**src/rtl/piso_shift_reg.sv**
```systemverilog
// ----------------------------------------------------------------------------
// piso_shift_reg
//
// Parallel-in, serial-out shift register with a valid/ready load handshake
// and a one-word holding buffer, so consecutive words stream out with no
// idle cycle between them.
//
// Parameters
//   WIDTH     : bits per word (2..32)
//   MSB_FIRST : 1 = P[WIDTH-1] leaves first, 0 = P[0] leaves first
//
// Ports
//   C    in   clock, all state changes on the rising edge
//   R    in   synchronous active-high reset
//   P    in   parallel word, sampled only when a load is accepted
//   LD   in   load request
//   RDY  out  a load is accepted on an edge with LD=1 and RDY=1
//   Q    out  serial data bit (0 while idle)
//   QV   out  Q carries a valid data bit this cycle
//   LAST out  Q is the final bit of the current word
// ----------------------------------------------------------------------------
module piso_shift_reg #(
    parameter int WIDTH     = 4,
    parameter bit MSB_FIRST = 1'b1
) (
    input  logic             C,
    input  logic             R,
    input  logic [WIDTH-1:0] P,
    input  logic             LD,
    output logic             RDY,
    output logic             Q,
    output logic             QV,
    output logic             LAST
);

    localparam int CW = $clog2(WIDTH);
    localparam logic [CW-1:0] CNT_LAST = CW'(WIDTH - 1);

    typedef enum logic {
        ST_IDLE  = 1'b0,
        ST_SHIFT = 1'b1
    } state_t;

    state_t           state_q, state_d;
    logic [WIDTH-1:0] sr_q, sr_d;
    logic [CW-1:0]    cnt_q, cnt_d;
    logic [WIDTH-1:0] hb_q, hb_d;
    logic             hf_q, hf_d;

    logic             accept_s;
    logic             last_s;
    logic             active_bit_s;

    // Move SR one place toward the end that drives Q, filling with zero.
    function automatic logic [WIDTH-1:0] shift_one(input logic [WIDTH-1:0] v);
        logic [WIDTH-1:0] r;
        if (MSB_FIRST) begin
            r = {v[WIDTH-2:0], 1'b0};
        end else begin
            r = {1'b0, v[WIDTH-1:1]};
        end
        return r;
    endfunction

    // The buffer is the only thing that can refuse a word: SR always has room
    // either because we are idle or because its last bit leaves this edge.
    assign RDY      = ~hf_q;
    assign accept_s = LD & ~hf_q;

    assign last_s       = (state_q == ST_SHIFT) && (cnt_q == CNT_LAST);
    assign active_bit_s = MSB_FIRST ? sr_q[WIDTH-1] : sr_q[0];

    // Serial outputs decoded from registered state only.
    assign QV   = (state_q == ST_SHIFT);
    assign Q    = (state_q == ST_SHIFT) ? active_bit_s : 1'b0;
    assign LAST = last_s;

    // Next-state logic for the FSM, shift register, counter and buffer.
    always_comb begin
        state_d = state_q;
        sr_d    = sr_q;
        cnt_d   = cnt_q;
        hb_d    = hb_q;
        hf_d    = hf_q;

        case (state_q)
            ST_IDLE: begin
                if (accept_s) begin
                    sr_d    = P;
                    cnt_d   = '0;
                    state_d = ST_SHIFT;
                end else begin
                    cnt_d   = '0;
                    state_d = ST_IDLE;
                end
            end

            ST_SHIFT: begin
                if (!last_s) begin
                    sr_d  = shift_one(sr_q);
                    cnt_d = cnt_q + CW'(1);
                    if (accept_s) begin
                        hb_d = P;
                        hf_d = 1'b1;
                    end else begin
                        hb_d = hb_q;
                    end
                end else if (hf_q) begin
                    // Buffered word follows the last bit with no gap.
                    sr_d  = hb_q;
                    hf_d  = 1'b0;
                    cnt_d = '0;
                end else if (accept_s) begin
                    // Word arriving during the last bit goes straight to SR.
                    sr_d  = P;
                    cnt_d = '0;
                end else begin
                    cnt_d   = '0;
                    state_d = ST_IDLE;
                end
            end

            default: begin
                state_d = ST_IDLE;
                cnt_d   = '0;
                hf_d    = 1'b0;
            end
        endcase
    end

    // State registers with synchronous reset that discards any word in flight.
    always_ff @(posedge C) begin
        if (R) begin
            state_q <= ST_IDLE;
            sr_q    <= '0;
            cnt_q   <= '0;
            hb_q    <= '0;
            hf_q    <= 1'b0;
        end else begin
            state_q <= state_d;
            sr_q    <= sr_d;
            cnt_q   <= cnt_d;
            hb_q    <= hb_d;
            hf_q    <= hf_d;
        end
    end

endmodule

```
**config.mk**
```make
export PLATFORM = sky130hd
export DESIGN_NAME = piso_shift_reg
export DESIGN_NICKNAME = d
export VERILOG_FILES = /design/src/rtl/piso_shift_reg.sv
export SDC_FILE = /design/constraint.sdc
export NUM_CORES = 1
export LEC_CHECK = 0
export CORE_AREA = 2 2 39 41
export DETAILED_ROUTE_END_ITERATION = 10
export DIE_AREA = 0 0 41 43
export GPL_ROUTABILITY_DRIVEN = 0
export PLACE_DENSITY = 0.75
export SYNTH_ARGS = -nofsm -noshare
export SYNTH_HDL_FRONTEND = slang
export SYNTH_SLANG_ARGS = --single-unit
```
**constraint.sdc**
```tcl
create_clock -name C -period 1.6 [get_ports C]
set_clock_uncertainty 0.05 [all_clocks]
set_input_delay 0.16 -clock C [delete_from_list [all_inputs] [get_ports C]]
set_output_delay 0.16 -clock C [all_outputs]
set_load 0.005 [all_outputs]
```
==> flow_metrics.tcl, run 1 <==
set metrics [dict create \
    status "completed" \
    postSynthCellCount 57 \
    tightest_slew_ps 311 \
    hold_buffers 0 \
    ir_drop_v 0.000397 \
    fin_crit_ps 1530 \
    postSynthAreaPerCell_um2 9.70 \
    finalSetupTns_ps 0 \
    p_leak_nw 0.319 \
    min_path_type "flip-flop to flip-flop" \
    gr-usage-met1_pct 21.3 \
    clk-insertion-delay-late_ps 270 \
    antenna_found_initial 0 \
    drtPass1Iterations 4 \
    ff_latch_area_um2 244 \
    path_depth 2 \
    synth_top_area_share_pct 43.4 \
    critical-path-slowest-cell "clkdlybuf4s50_1" \
    setup.worst_path.start_class "flip-flop" \
    cp-end-kind "primary output" \
    worst_slew_margin_rel_pct 79.2 \
    crit_path_max_incr_delay_ps 490 \
    clk_pin_slew_ps 70 \
    track_usage_pct 15.7 \
    use_met2_pct 21.6 \
    areaGrowthSynthToFinish_pct 31.0 \
    viasPerCell 5.34 \
    fillers 136 \
    drt-initial-drc-count 11 \
    drv_slew 0 \
    cp-startpoint "QV" \
    multiInputGateArea_um2 288 \
    h-tree-depth 1 \
    core_um2 1380 \
    hold_viol_final 0 \
    cts_tree "built" \
    io_buffers 10 \
    grt_max_degree 11 \
    crit_family "buffers and inverters" \
    syn_nets 65 \
    grt_pass1_wl_mm 1.80 \
    dieArea_um2 1760 \
    rsz0062_at_grt "no" \
    synth-seq-cells 12 \
    cts_inserted_buffers 3 \
    min_path_cells 1 \
    path_class "flip-flop to primary output" \
    crit_fanout 9 \
    rrSetupSlack_ps 130 \
    ioPinCount 11 \
    ys_seq_area_share_pct 43.4 \
    clockRootBuffer "clkbuf_4" \
    cp.arrival_ps 1320 \
    r2r-end "hb_q[3]" \
    fin_crit_sh_pct 95.8 \
    hpwlAfterDp_um 809 \
    die_h_um 43 \
    maxCapViolCount 0 \
    fp.dieW_um 41 \
    crit_path_cell_trace "and2_1 > clkdlybuf4s50_1" \
    drive_above_1_share_pct 18.3 \
    critical_path_required_ps 1390 \
    synth_top_cell_by_area "dfxtp_1" \
    reg2regPathDepth 5 \
    clkSinkCount 12 \
    grt_overflow 0 \
    endpoint "Q" \
    grt-busiest-layer "met2" \
    start_util_pct 40.0 \
    final_nets 80 \
    n_antenna_cell 0 \
    r2r-start "cnt_q[0]" \
    yosys_warnings 0 \
    synth_cell_types 20 \
    fmax_mhz 652 \
    synth_area_leaders "dfxtp_1 43%, mux2i_1 14%, a21oi_1 4.5%" \
    syn_area_um2 553 \
    drt-wirelength-per-cell_um 13.2 \
    num_rows 14 \
    power.density_nw_per_um2 913 \
    drcViolationCount 0 \
    path_buf_inv 1 \
    clock_path_buffers 2 \
    fin_util_pct 52.4 \
    ant_nets 0 \
    first_global_vias 417 \
    met3_usage_pct 3.14 \
    setup_viol 0 \
    vias 465 \
    routed_wl_mm 1.15 \
]
through the flow:
step / worst slack (ps) / area [um2] / hold WS [ps] / std cells / total power, mW
final: 66.8 / 724 / 392 / 87 / 0.662
after global routing: 22.4 / 724 / 418 / 87 / 0.689
after CTS: 23.9 / 722 / 386 / 87 / 0.665
after detailed placement: 140 / 662 / 372 / 82 / 0.428
after global placement: 140 / 662 / 367 / 82 / 0.426
after floorplan: 238 / 553 / 257 / 57 / 0.394
final cells by class:
class | instances | area share (%)
clock buffers | 4 | 5.01
inverters | 3 | 1.55
flip-flops and latches | 12 | 33.7
multi-input cells | 39 | 39.7
well taps | 16 | 2.76
repair buffers | 13 | 17.3
Yosys cell counts, drive strengths merged:
cell	count
inv	3
a2111oi	1
clkbuf	1
mux2i	8
buf	2
o22ai	3
ha	1
dfxtp	12
a21oi	5
nor2	5
a211oi	1
and4bb	1
a21o	1
nand2	2
and3b	1
and2	1
nand2b	3
nor3	1
and3	3
nor2b	2
state kept, by name, indices dropped and copies added, names as in the netlist:
name,count
QV,1
cnt_q,2
hb_q,4
hf_q,1
sr_q,4
cells in the final DEF (no fill, tap or decap), drive strengths merged, types with 2 or more instances in the layout:
master / synthesis / layout
a21oi: 5 / 5
and3: 3 / 3
buf: 2 / 3
clkbuf: 1 / 4
clkdlybuf4s50: 0 / 9
dfxtp: 12 / 12
inv: 3 / 3
mux2i: 8 / 8
nand2: 2 / 2
nand2b: 3 / 3
nor2: 5 / 5
nor2b: 2 / 2
o22ai: 3 / 3
per-layer routing:
metal  share of wire [%]  wire, um  vias up
met2                  45       519       18
met3                 5.0        57        5
met5                   0         0        -
li1                    -         -      228
met1                  47       538      214
met4                 2.8        32        0
cells by family after synthesis:
kind of cell / synth area share (%)
simple gates: 19.7
flops: 43.4
compound gates: 13.3
mux: 14.5
buf+inv: 6.79
fa+ha+maj: 2.26
worst min path at each step:
stage,startpoint,end
finish,cnt_q[0],cnt_q[0]
global route,cnt_q[0],cnt_q[0]
CTS,cnt_q[0],cnt_q[0]
detailed placement,cnt_q[0],cnt_q[0]
global placement,cnt_q[0],cnt_q[0]
floorplan,P[1],hb_q[1]
timing repair:
action                     in CTS  in global routing
gates resized for setup         5                  1
pin swaps                       1                  0
setup endpoints to repair       2                  1
buffers inserted                1                  0
power breakdown:
group / internal, mW / switching [mW]
registers: 0.317 / 0.0179
clock network: 0.138 / 0.0981
logic: 0.0521 / 0.0377
No activity file was read; power rests on OpenSTA's default activity.
==> run 2, diff against run 1 <==
- ABC_AREA: default -> 1
- PLACE_DENSITY: 0.75 -> 0.79
- SKIP_CTS_REPAIR_TIMING: default -> 1
==> run 2 against run 1 <==
Flip-flop and latch count is the same. Clock-buffer cell count is the same. Sequential power is essentially flat. Sequential share of layout area shrank 2.9 points. Non-clock buffer count shrank 1. Critical path depth is the same. Register-to-register slack gained 270 ps. Synthesized area grew 9.0%. Routed wire length shrank 0.70%.
==> flow_metrics.tcl, run 2 <==
set metrics [dict create \
    status "completed" \
    p_leak_nw 0.342 \
    ioPinCount 11 \
    vias 527 \
    routed_wl_mm 1.14 \
    fin_util_pct 57.2 \
    crit_fanout 6 \
    reg_top3 "hb_q x4, sr_q x4, cnt_q x2" \
    r2r-end "hb_q[1]" \
    areaGrowthSynthToFinish_pct 31.3 \
    crit_path_cell_trace "inv_4 > clkdlybuf4s50_1" \
    hpwlAfterDp_um 922 \
    postSynthCellCount 80 \
    yosysMostFrequentCell "nor2_1" \
    path_class "flip-flop to primary output" \
    ir_drop_v 0.000538 \
    rrSetupSlack_ps 400 \
    start_util_pct 43.6 \
    reg2regPathDepth 6 \
    drcViolationCount 0 \
    synth-seq-cells 12 \
    critical_path_required_ps 1390 \
    min_path_type "flip-flop to flip-flop" \
    syn_nets 88 \
    syn_area_um2 603 \
    final_nets 104 \
    p_sw_mw 0.169 \
    drtPass1Iterations 4 \
    antenna_found_initial 0 \
    setup.worst_path.start_class "flip-flop" \
    io_buffers 10 \
    rsz0062_at_grt "no" \
    drv_slew 0 \
    postSynthAreaPerCell_um2 7.54 \
    min_path_cells 1 \
    first_global_vias 520 \
    synth.top_cells.by_count "13 x nor2_1, 12 x dfxtp_1, 12 x inv_1, 11 x nand2_1, 6 x a21oi_1" \
    clk-insertion-delay-late_ps 270 \
    ant_nets 0 \
    synth_cell_types 19 \
    power.density_nw_per_um2 861 \
    fmax_mhz 672 \
    clkSinkCount 12 \
    dp_cells 107 \
    cp.arrival_ps 1280 \
    drt-initial-drc-count 13 \
    dieArea_um2 1760 \
    grt_overflow 0 \
    die_h_um 43 \
    synth_ff_type "dfxtp_1" \
    num_rows 14 \
    maxCapViolCount 0 \
    yosys_warnings 0 \
    viasPerCell 4.75 \
    holdCritStartpoint "cnt_q[0]" \
    clk_pin_slew_ps 70 \
    layout_common_cells "13 x nor2_1, 12 x inv_1, 10 x nand2_1" \
    clockPowerShare_pct 34.0 \
    core_um2 1380 \
    clockRootBuffer "clkbuf_4" \
    synth_top_cell_by_area "dfxtp_1" \
    p_sw_share_pct 24.7 \
    p_comb_share_pct 17.1 \
    synth_area_leaders "dfxtp_1 40%, nor2_1 8.1%, inv_1 7.5%" \
    fin_crit_sh_pct 93.0 \
    n_antenna_cell 0 \
    track_usage_pct 17.6 \
    grt_max_degree 8 \
    power_frac_seq_pct 49.0 \
    synthArstFlopShare_pct 0 \
    critical-path-slowest-cell "dfxtp_1" \
    drt-wirelength-per-cell_um 10.3 \
    grt_pass1_wl_mm 2.05 \
    internal_power_mw 0.513 \
    setup_viol 0 \
    cts_tree "built" \
    cts_inserted_buffers 3 \
    clock_path_buffers 2 \
    hold_viol_final 0 \
    r2r-start "cnt_q[0]" \
    tightest_slew_ps 268 \
    fp.dieW_um 41 \
    worst_slew_margin_rel_pct 82.1 \
    synth_top_area_share_pct 39.8 \
    ys_seq_area_share_pct 39.8 \
    whs_endpoint "cnt_q[0]" \
    h-tree-depth 1 \
    drive_above_1_share_pct 24.2 \
    synth_edf_count 0 \
    layout_commonest_cell "nor2_1" \
    cp-end-kind "primary output" \
    total_power_mw 0.682 \
    instances_no_fill 111 \
    crit_path_max_incr_delay_ps 470 \
    fin_crit_ps 1490 \
]
[run 2: logic make-up (layout without fill, tap and decap cells)]
group | after synthesis | count (layout) | synth area share [%]
AOI/OAI and AO/OA | 12 | 12 | 12.4
buffers and inverters | 15 | 30 | 10.6
and+or+nand+nor | 40 | 40 | 35.1
DFF | 12 | 12 | 39.8
adders and majority gates | 1 | 1 | 2.07
[run 2: critical path: cells and delay by family (launching register included)]
kind | cells | cell delay [ps]
buf+inv | 2 | 540
flops | 1 | 470
[run 2: final cells by class]
| cell class | count | area [um2] |
|---|---|---|
| timing repair buffer | 12 | 118 |
| tap | 16 | 20.0 |
| fill | 129 | 592 |
| clock buffer | 4 | 36.3 |
| inverter | 14 | 60.1 |
| sequential | 12 | 244 |
| multi-input combinational | 53 | 314 |
[run 2: worst max path at each step]
stage                     startpoint       to  slack, ps  cells past startpoint
after floorplan             cnt_q[0]  hb_q[0]        440                      7
after detailed placement          LD  hb_q[1]        210                      5
after global placement            LD  hb_q[0]        230                      6
after CTS                   cnt_q[0]     LAST        -70                      4
after global routing            hf_q      RDY         30                      2
final                           hf_q      RDY        110                      2
[run 2: metrics by stage]
step | hold WS (ps) | instance area (um2) | TNS, ps | setup WS, ps
2_1_floorplan | 244 | 603 | 0 | 437
6_report | 402 | 792 | 0 | 112
5_1_grt | 427 | 792 | 0 | 26.5
3_3_place_gp | 367 | 734 | 0 | 230
3_5_place_dp | 376 | 734 | 0 | 205
4_1_cts | 386 | 771 | -68.3 | -68.3
[run 2: routing by layer]
layer	routed length (um)	track usage (%)	up-vias
met5	0	0	-
met4	10	6.00	0
met3	59	9.42	2
met2	565	26.3	10
met1	504	20.8	234
li1	-	-	281
[run 2: power by group through the flow]
| stage | Clock (mW) | Sequential (mW) | Combinational (mW) |
|---|---|---|---|
| after floorplan | 0 | 0.338 | 0.0701 |
| after global placement | 0 | 0.338 | 0.114 |
| after detailed placement | 0 | 0.338 | 0.116 |
| after CTS | 0.242 | 0.331 | 0.116 |
| after global routing | 0.260 | 0.337 | 0.131 |
| final | 0.232 | 0.334 | 0.117 |
==> patch (settings of run 2) <==
Set the parameter `WIDTH` to 2 (it was 4).
--- a/src/rtl/piso_shift_reg.sv
+++ b/src/rtl/piso_shift_reg.sv
@@ -21,5 +21,5 @@
 // ----------------------------------------------------------------------------
 module piso_shift_reg #(
-    parameter int WIDTH     = 4,
+    parameter int WIDTH     = 2,
     parameter bit MSB_FIRST = 1'b1
 ) (
Interface: changed (resized P); port bits go from 11 to 9. No check against the original RTL was run, so the function may have changed too.
==> patch against run 2 <==
Fmax rose by 0.21%. Critical path depth grew 1. First-iteration DRC count fell by 69%. Worst setup slack gained 0.0032 ns. Sequential cell count down 5. Power shrank 38%. Area after synthesis is 45% lower. Cell area down 42%. Wire length fell by 44%. Critical path type unchanged. Highest routed layer unchanged.
==> patch: results (changes against run 2) <==
[place]
pre_cts_ws_ns=0.253  ; +0.0482 ns
dp_hpwl_um=545  ; -41%
io_buffers=8  ; -2
dpl_cell_area_um2=430  ; -41%

[yosys]
yosysSeqAreaShare=0.424  ; +0.0259
synth_warnings=0  ; unchanged
synthDistinctLibCells=9  ; -10
async_flop_share=0  ; unchanged
synthTopCellsByCount=15 x nand2_1, 14 x nor2_1, 9 x inv_1, 7 x dfxtp_1
synth_ff_type=dfxtp_1
synthesis.nets=60  ; -32%
synthTopCellsByArea=dfxtp_1 42%, nand2_1 17%, nor2_1 16%

[worst_hold_path]
min_to=hb_q[1]
whs_path_depth=2  ; +1
min_from=hb_q[1]

[detailed_routing]
drtPass1Iterations=4  ; unchanged
drt_iter0_drc=4  ; -9
met2_length_um=318  ; -44%
vias=347  ; -34%
wire_per_inst_um=7.72  ; -25%
met3_length_um=27  ; -54%
wl_met1_um=280  ; -44%

[timing]
timing.fmax_mhz=673  ; +0.21%
slew-limit-headroom=0.888  ; +0.0665
hold_slack_ns=0.438  ; +0.0355 ns

[global_route]
grt_pass1_vias=299  ; -43%
antenna_found_initial=0  ; unchanged
met3_usage=0.0314  ; -0.0628
grt_max_degree=8  ; unchanged
grt_pass1_wl_mm=1.02  ; -50%
use_met1=0.0939  ; -0.115
grtUsageTotal=0.0895  ; -0.0869
grtUsageMet2=0.131  ; -0.131

[critical_path]
worst_ep_arrival_time_ns=1.28  ; about the same
crit_slowest_cell=clkdlybuf4s50_1
critPathTopFamily=buffers and inverters
crit_end=LAST
r2r_slack_ns=0.59  ; +0.19 ns
r2r_start=QV
cp-startpoint=cnt_q
r2r-end=hb_q[0]
crit_path_max_fanout=4  ; -2
rr_worst_depth=5  ; -1

[layout]
reg_top3=hb_q (2), sr_q (2)
fin_nets=73  ; -30%
final_layout_size_suffix_gt1_frac=0.0896  ; -0.153
num_antenna_cells=0  ; unchanged

[power_and_ir_drop]
p_clk_frac=0.372  ; +0.032
powerComb_mw=0.0656  ; -44%
peakVddDrop_mv=0.300  ; -44%
p_sw_frac=0.250  ; +0.00209
leakage_nw=0.214  ; -37%

[status]
outcome=completed

[run]
cap_violations=0  ; unchanged

[cts]
insertion_delay_ns=0.25  ; -0.02 ns
root_buffer=clkbuf_4
clkTransAtPathRegs_ns=0.05  ; -0.02 ns

patch: cell count changes after synthesis, moves of 2 or more:
cell	run 2	this run
nand2_2	3	0
dfxtp_1	12	7
nand3b_1	3	0
nand2_4	2	0
nand2_1	11	15
a21oi_1	6	3
nand3_1	5	2
a21oi_2	3	0
inv_1	12	9
patch: cells by family after synthesis:
logic type,Yosys count,share of synthesized area
flops,7,0.424
simple gates,31,0.360
buf+inv,11,0.125
compound gates,6,0.0909
patch: area by class of cell:
cell class | instances | area, um^2
Fill cell | 152 | 923
Multi-Input combinational cell | 37 | 151
Sequential cell | 7 | 141
Timing Repair Buffer | 8 | 80.1
Inverter | 11 | 41.3
Clock buffer | 4 | 26.3
Tap cell | 16 | 20.0
patch: stage by stage:
stage          power [mW]  std cells
3_5_place_dp        0.269         79
5_1_grt             0.450         83
2_1_floorplan       0.237         55
3_3_place_gp        0.267         79
4_1_cts             0.432         83
6_report            0.423         83
